===== src/rtl/i2c_pkg.sv =====
// Shared i2c definitions: response error codes, transaction step encoding
// and sequencer state encoding.
package i2c_pkg;

  localparam logic [1:0] I2C_OK          = 2'd0;
  localparam logic [1:0] I2C_ERR_ADDR    = 2'd1;
  localparam logic [1:0] I2C_ERR_DATA    = 2'd2;
  localparam logic [1:0] I2C_ERR_TIMEOUT = 2'd3;

  typedef enum logic [2:0] {
    STEP_ADDR_W = 3'd0,
    STEP_REG    = 3'd1,
    STEP_DATA   = 3'd2,
    STEP_STOP   = 3'd3,
    STEP_ADDR_R = 3'd4,
    STEP_NACK   = 3'd5
  } step_e;

  typedef enum logic [2:0] {
    S_IDLE      = 3'd0,
    S_ISSUE     = 3'd1,
    S_WAIT_BUSY = 3'd2,
    S_WAIT_DONE = 3'd3,
    S_ABORT     = 3'd4,
    S_RSP       = 3'd5
  } state_e;

  // Steps that end a bus transfer only count as done once the bus is released.
  function automatic logic step_releases_bus(input step_e step);
    return (step == STEP_STOP) || (step == STEP_NACK);
  endfunction

endpackage


===== src/rtl/i2c_reg_sequencer.sv =====
// Drives the byte-level i2c controller through complete single-byte register
// write/read transactions, one command in and one response out.
module i2c_reg_sequencer
  import i2c_pkg::*;
#(
  parameter int unsigned TIMEOUT_CYCLES = 100000
) (
  input  logic       clk,
  input  logic       reset,
  input  logic       cmd_valid,
  output logic       cmd_ready,
  input  logic       cmd_rw,
  input  logic [6:0] cmd_dev_addr,
  input  logic [7:0] cmd_reg_addr,
  input  logic [7:0] cmd_wdata,
  output logic       rsp_valid,
  output logic [7:0] rsp_rdata,
  output logic [1:0] rsp_err,
  output logic       ctl_abort,
  output logic [6:0] ctl_addr,
  output logic       ctl_r_wbar,
  output logic       ctl_send_start,
  output logic [7:0] ctl_data,
  output logic       ctl_write_enable,
  output logic       ctl_read_enable,
  output logic       ctl_send_ack,
  output logic       ctl_send_nack,
  output logic       ctl_send_stop,
  input  logic [7:0] ctl_data_out,
  input  logic       ctl_ack_rx,
  input  logic       ctl_nack_rx,
  input  logic       ctl_ongoing,
  input  logic       ctl_idle
);

  localparam int unsigned    CW       = $clog2(TIMEOUT_CYCLES);
  localparam logic [CW-1:0]  CNT_LAST = CW'(TIMEOUT_CYCLES - 1);
  localparam logic [CW-1:0]  CNT_ONE  = CW'(1);
  localparam logic [CW-1:0]  CNT_ZERO = CW'(0);

  state_e      state_q, state_d;
  step_e       step_q, step_d;
  logic [1:0]  err_q, err_d;
  logic [CW-1:0] cnt_q, cnt_d;
  logic [7:0]  rdata_q, rdata_d;
  logic        rw_q, rw_d;
  logic [6:0]  dev_q, dev_d;
  logic [7:0]  reg_q, reg_d;
  logic [7:0]  wdata_q, wdata_d;

  logic        cmd_ready_q, cmd_ready_d;
  logic        rsp_valid_q, rsp_valid_d;
  logic [7:0]  rsp_rdata_q, rsp_rdata_d;
  logic [1:0]  rsp_err_q, rsp_err_d;
  logic        ctl_abort_q, ctl_abort_d;
  logic [6:0]  ctl_addr_q, ctl_addr_d;
  logic        ctl_r_wbar_q, ctl_r_wbar_d;
  logic        ctl_send_start_q, ctl_send_start_d;
  logic [7:0]  ctl_data_q, ctl_data_d;
  logic        ctl_write_enable_q, ctl_write_enable_d;
  logic        ctl_send_nack_q, ctl_send_nack_d;
  logic        ctl_send_stop_q, ctl_send_stop_d;
  logic        issue_s;
  logic        step_done_s;

  // ack_rx is implied by the absence of nack_rx once the controller is idle.
  logic        unused_s;
  assign unused_s    = ctl_ack_rx;
  assign step_done_s = ctl_idle && (!step_releases_bus(step_q) || !ctl_ongoing);

  // Next-state, step evaluation and registered-output next values.
  always_comb begin
    state_d = state_q;
    step_d  = step_q;
    err_d   = err_q;
    cnt_d   = cnt_q;
    rdata_d = rdata_q;
    rw_d    = rw_q;
    dev_d   = dev_q;
    reg_d   = reg_q;
    wdata_d = wdata_q;

    case (state_q)
      S_IDLE: begin
        if (cmd_valid) begin
          rw_d    = cmd_rw;
          dev_d   = cmd_dev_addr;
          reg_d   = cmd_reg_addr;
          wdata_d = cmd_wdata;
          err_d   = I2C_OK;
          rdata_d = 8'h00;
          step_d  = STEP_ADDR_W;
          state_d = S_ISSUE;
        end else begin
          state_d = S_IDLE;
        end
      end
      S_ISSUE: begin
        cnt_d   = CNT_ZERO;
        state_d = S_WAIT_BUSY;
      end
      S_WAIT_BUSY: begin
        cnt_d = cnt_q + CNT_ONE;
        if (!ctl_idle) begin
          state_d = S_WAIT_DONE;
        end else if (cnt_q == CNT_LAST) begin
          state_d = S_ABORT;
        end else begin
          state_d = S_WAIT_BUSY;
        end
      end
      S_WAIT_DONE: begin
        cnt_d = cnt_q + CNT_ONE;
        if (step_done_s) begin
          state_d = S_ISSUE;
          case (step_q)
            STEP_ADDR_W: begin
              if (ctl_nack_rx) begin
                err_d  = I2C_ERR_ADDR;
                step_d = STEP_STOP;
              end else begin
                step_d = STEP_REG;
              end
            end
            STEP_REG: begin
              if (ctl_nack_rx) begin
                err_d  = I2C_ERR_DATA;
                step_d = STEP_STOP;
              end else if (rw_q) begin
                step_d = STEP_STOP;
              end else begin
                step_d = STEP_DATA;
              end
            end
            STEP_DATA: begin
              if (ctl_nack_rx) begin
                err_d = I2C_ERR_DATA;
              end else begin
                err_d = err_q;
              end
              step_d = STEP_STOP;
            end
            STEP_STOP: begin
              // A clean read continues with a fresh start after the register stop.
              if (rw_q && (err_q == I2C_OK)) begin
                step_d = STEP_ADDR_R;
              end else begin
                state_d = S_RSP;
              end
            end
            STEP_ADDR_R: begin
              if (ctl_nack_rx) begin
                err_d  = I2C_ERR_ADDR;
                step_d = STEP_STOP;
              end else begin
                rdata_d = ctl_data_out;
                step_d  = STEP_NACK;
              end
            end
            STEP_NACK: begin
              state_d = S_RSP;
            end
            default: begin
              err_d   = I2C_ERR_TIMEOUT;
              state_d = S_RSP;
            end
          endcase
        end else if (cnt_q == CNT_LAST) begin
          state_d = S_ABORT;
        end else begin
          state_d = S_WAIT_DONE;
        end
      end
      S_ABORT: begin
        err_d   = I2C_ERR_TIMEOUT;
        state_d = S_RSP;
      end
      S_RSP: begin
        state_d = S_IDLE;
      end
      default: begin
        state_d = S_IDLE;
      end
    endcase

    issue_s            = (state_d == S_ISSUE);
    cmd_ready_d        = (state_d == S_IDLE);
    rsp_valid_d        = (state_d == S_RSP);
    rsp_err_d          = rsp_valid_d ? err_d : I2C_OK;
    rsp_rdata_d        = (rsp_valid_d && (err_d == I2C_OK)) ? rdata_d : 8'h00;
    ctl_abort_d        = (state_d == S_ABORT);
    ctl_addr_d         = dev_d;
    ctl_send_start_d   = issue_s && ((step_d == STEP_ADDR_W) || (step_d == STEP_ADDR_R));
    ctl_write_enable_d = issue_s && ((step_d == STEP_REG) || (step_d == STEP_DATA));
    ctl_send_stop_d    = issue_s && (step_d == STEP_STOP);
    ctl_send_nack_d    = issue_s && (step_d == STEP_NACK);

    if (issue_s) begin
      ctl_r_wbar_d = (step_d == STEP_ADDR_R);
    end else begin
      ctl_r_wbar_d = ctl_r_wbar_q;
    end

    // Data stays put between pulses so the controller can sample it late.
    if (issue_s && (step_d == STEP_REG)) begin
      ctl_data_d = reg_d;
    end else if (issue_s && (step_d == STEP_DATA)) begin
      ctl_data_d = wdata_d;
    end else begin
      ctl_data_d = ctl_data_q;
    end
  end

  // State, latched command fields and registered outputs.
  always_ff @(posedge clk) begin
    if (reset) begin
      state_q            <= S_IDLE;
      step_q             <= STEP_ADDR_W;
      err_q              <= I2C_OK;
      cnt_q              <= CNT_ZERO;
      rdata_q            <= 8'h00;
      rw_q               <= 1'b0;
      dev_q              <= 7'h00;
      reg_q              <= 8'h00;
      wdata_q            <= 8'h00;
      cmd_ready_q        <= 1'b1;
      rsp_valid_q        <= 1'b0;
      rsp_rdata_q        <= 8'h00;
      rsp_err_q          <= I2C_OK;
      ctl_abort_q        <= 1'b0;
      ctl_addr_q         <= 7'h00;
      ctl_r_wbar_q       <= 1'b0;
      ctl_send_start_q   <= 1'b0;
      ctl_data_q         <= 8'h00;
      ctl_write_enable_q <= 1'b0;
      ctl_send_nack_q    <= 1'b0;
      ctl_send_stop_q    <= 1'b0;
    end else begin
      state_q            <= state_d;
      step_q             <= step_d;
      err_q              <= err_d;
      cnt_q              <= cnt_d;
      rdata_q            <= rdata_d;
      rw_q               <= rw_d;
      dev_q              <= dev_d;
      reg_q              <= reg_d;
      wdata_q            <= wdata_d;
      cmd_ready_q        <= cmd_ready_d;
      rsp_valid_q        <= rsp_valid_d;
      rsp_rdata_q        <= rsp_rdata_d;
      rsp_err_q          <= rsp_err_d;
      ctl_abort_q        <= ctl_abort_d;
      ctl_addr_q         <= ctl_addr_d;
      ctl_r_wbar_q       <= ctl_r_wbar_d;
      ctl_send_start_q   <= ctl_send_start_d;
      ctl_data_q         <= ctl_data_d;
      ctl_write_enable_q <= ctl_write_enable_d;
      ctl_send_nack_q    <= ctl_send_nack_d;
      ctl_send_stop_q    <= ctl_send_stop_d;
    end
  end

  assign cmd_ready        = cmd_ready_q;
  assign rsp_valid        = rsp_valid_q;
  assign rsp_rdata        = rsp_rdata_q;
  assign rsp_err          = rsp_err_q;
  assign ctl_abort        = ctl_abort_q;
  assign ctl_addr         = ctl_addr_q;
  assign ctl_r_wbar       = ctl_r_wbar_q;
  assign ctl_send_start   = ctl_send_start_q;
  assign ctl_data         = ctl_data_q;
  assign ctl_write_enable = ctl_write_enable_q;
  assign ctl_send_nack    = ctl_send_nack_q;
  assign ctl_send_stop    = ctl_send_stop_q;
  assign ctl_read_enable  = 1'b0;
  assign ctl_send_ack     = 1'b0;

endmodule

===== config.mk =====
export PLATFORM = sky130hd
export DESIGN_NAME = i2c_reg_sequencer
export DESIGN_NICKNAME = d
export VERILOG_FILES = /design/src/rtl/i2c_pkg.sv /design/src/rtl/i2c_reg_sequencer.sv
export SDC_FILE = /design/constraint.sdc
export NUM_CORES = 1
export LEC_CHECK = 0
export CORE_MARGIN = 3
export CORE_UTILIZATION = 46
export CTS_CLUSTER_DIAMETER = 40
export DETAILED_ROUTE_END_ITERATION = 8
export PLACE_DENSITY = 0.86
export SETUP_SLACK_MARGIN = 0.2
export SLEW_MARGIN = 30
export SYNTH_ARGS = -nofsm -noshare
export SYNTH_HDL_FRONTEND = slang
export SYNTH_SLANG_ARGS = --single-unit

===== constraint.sdc =====
create_clock -name clk -period 2.2 [get_ports clk]
set_input_delay 0.55 -clock clk [delete_from_list [all_inputs] [get_ports clk]]
set_output_delay 0.55 -clock clk [all_outputs]
set_load 0.005 [all_outputs]

==> impl_metrics.ini <==
[global_routing]
grt-ovfl-total = 0
antenna_found_initial = 0
grtUsageTotal_pct = 23.48
grt_pass1_wl_mm = 17.02
grt_pass1_vias = 3548
grt_max_degree = 36

[synthesis]
yosys_register_bits = 83
synth_edf_count = 0
ys_types = 68
synthArstFlopShare_pct = 0
syn_avg_cell_area_um2 = 8.352
ys_seq_area_share_pct = 44.31
yosys_warnings = 0
mappedNetlistArea_um2 = 3750
synth-main-ff-cell = dfxtp_1
syn_inst = 449

[cells_and_area]
final_cell_mix = dfxtp_1, nand2_1, clkdlybuf4s50_1, buf_4, a21oi_1
drive_above_1_share_pct = 27.62
fin_nets = 607
area_delta_synth_final_pct = 47.88
final_common_cell = dfxtp_1
fillers = 560
design_area_um2 = 5545
diodes = 0

[route]
drt-initial-drc-count = 292
ant_nets = 0
drc_errors = 0
viasPerCell = 5.911
drt-wirelength-per-cell_um = 17.53
wl_mm = 11.82
dr.pass1.iters = 5
vias = 3984

[clock_tree]
root_buffer = clkbuf_8
clk_path_buf_depth = 2
ctsHoldBuffers = 0
cts_tree = yes
clock_latency_ns = 0.36
cts.sinks = 83
numCtsBuffers = 9
clkTransAtPathRegs_ns = 0.09
h-tree-depth = 3

[floorplan]
die_area_um2 = 9271
coreArea_um2 = 7807
rows = 32
start_util_pct = 48.03
die_w_um = 96.29
chipHeight_um = 96.29
io_pins = 74

[power_and_ir_drop]
p_comb_share_pct = 18.3
p_int_w = 0.002416
power_switching_w = 0.0009597
swShare_pct = 28.43
pwr-share-clk_pct = 34.5
ir_drop_mv = 0.4390
seq_power_share_pct = 47.2
leakagePower_nw = 2.021
powerDensity_nw_per_um2 = 608.8

[run_status]
violations = negative setup slack
outcome = finished with violations

[critical_path]
setup.worst_path.end_class = flop
worstSetupStartpointType = flop
required_ns = 2.44
critPathKind = reg -> reg
worstPathMaxFanout = 10
arrival_ns = 2.57

[placement]
place_ws_ns = -0.8005
placedInstanceArea_um2 = 4836
portBuffers = 70
dp_hpwl_mm = 7.365
globalplace.congestion = 0.8900

[timing]
period_needed_ns = 2.330
rsz0062_at_grt = yes
fin_ws_ns = -0.1296
period_share_pct = 105.9
drv_slew = 0
worstMarginPinSlew_ns = 0.5319
setup_viol = 20
finalHoldViolations = 0
fmax_mhz = 429.3
relSlewSlack_pct = 64.17
fin_skew_ns = 0.01195

[job]
drv_cap = 0

[hold_path]
holdCritPathClass = reg -> reg
-- flip-flops by register name, indices dropped and copies added, names as in the netlist, 2 cells and up --
name / count
rsp_rdata: 8
wdata_q: 8
rsp_err: 2
step_q: 3
reg_q: 8
rdata_q: 8
ctl_data: 8
state_q: 3
cnt_q: 17
err_q: 2
ctl_addr: 7
-- synthesized netlist by cell type, types with 6 or more instances --
| cell | instances | area share (%) |
|---|---|---|
| a21oi_1 | 45 | 6.0 |
| a22oi_1 | 6 | 1.2 |
| a311oi_1 | 13 | 3.0 |
| a31oi_1 | 10 | 1.7 |
| and3_1 | 14 | 2.3 |
| clkbuf_1 | 20 | 2.0 |
| dfxtp_1 | 83 | 44 |
| inv_1 | 8 | 0.80 |
| nand2_1 | 72 | 7.2 |
| nand3_1 | 16 | 2.1 |
| nor2_1 | 33 | 3.3 |
| nor3_1 | 15 | 2.0 |
| o21ai_0 | 17 | 2.3 |
| o21ai_1 | 8 | 1.1 |
-- path summary, 6_finish.rpt --
path          startpoint           to  slack, ns  cells after the start
min          ctl_addr[1]  ctl_addr[1]       0.46                      2
max            cnt_q[13]  ctl_data[2]      -0.13                      8
min reg2reg  ctl_addr[1]  ctl_addr[1]       0.46                      2
max reg2reg    cnt_q[13]  ctl_data[2]      -0.13                      8
-- cells by family after synthesis --
kind of cell | Yosys count | share of synthesized area (%)
fa+ha+maj | 1 | 0.3336
simple gates | 192 | 26.33
other cells | 1 | 0.1000
compound gates | 130 | 22.69
flops | 83 | 44.31
xor+xnor | 2 | 0.6675
buf+inv | 40 | 5.572
-- worst max-delay path, cell delays in order (launching register included) --
cell and delay (ns):
dfxtp_2 0.33, or4_4 0.55, nor4_4 0.30, a31o_2 0.25
buf_4 0.11, o211ai_1 0.09, buf_4 0.22, o21ai_1 0.21
a311oi_1 0.13
-- power by group through the flow --
stage	clock network, W	registers, W	logic (W)
6_report	0.00116	0.00159	0.000619
5_1_grt	0.00124	0.00160	0.000658
4_1_cts	0.00117	0.00158	0.000540
3_5_place_dp	0	0.00162	0.000499
3_3_place_gp	0	0.00161	0.000482
2_1_floorplan	0	0.00161	0.000274
-- metal layers --
metal,GRT usage [%],vias up,part of all wire (%)
met5,0,-,0
met4,8.649,0,3.1
met3,3.909,43,7.1
met2,40.31,193,50
met1,29.36,1901,40
li1,-,1847,-
-- area by class of cell --
| cell class | count | area (um2) | share of cell area [%] |
|---|---|---|---|
| well taps | 102 | 127.6 | 2.301 |
| repair buffers | 138 | 1276 | 23.01 |
| multi-input cells | 327 | 2233 | 40.28 |
| clock inverters | 6 | 72.57 | 1.309 |
| inverters | 8 | 30.03 | 0.5415 |
| flip-flops and latches | 83 | 1668 | 30.08 |
| clock buffers | 10 | 137.6 | 2.482 |
-- stage by stage --
stage / setup TNS (ns) / util (%) / instances / total power [W] / hold WS (ns)
after floorplan: -1.126 / - / 450 / 0.001881 / 0.4349
after global placement: -14.77 / 61.94 / 644 / 0.002097 / 0.4428
after detailed placement: -16.22 / 61.94 / 644 / 0.002115 / 0.4492
after CTS: -0.01466 / 67.61 / 669 / 0.003290 / 0.4607
after global routing: -2.529 / 71.03 / 674 / 0.003491 / 0.4852
final: -0.9753 / 71.03 / 674 / 0.003376 / 0.4603
-- repair_timing --
item	in CTS	in global routing
pin swaps	20	14
gates cloned	0	2
setup endpoints to repair	39	36
gates resized for setup	41	38
setup buffers	9	3
No activity file was read; power rests on OpenSTA's default activity.
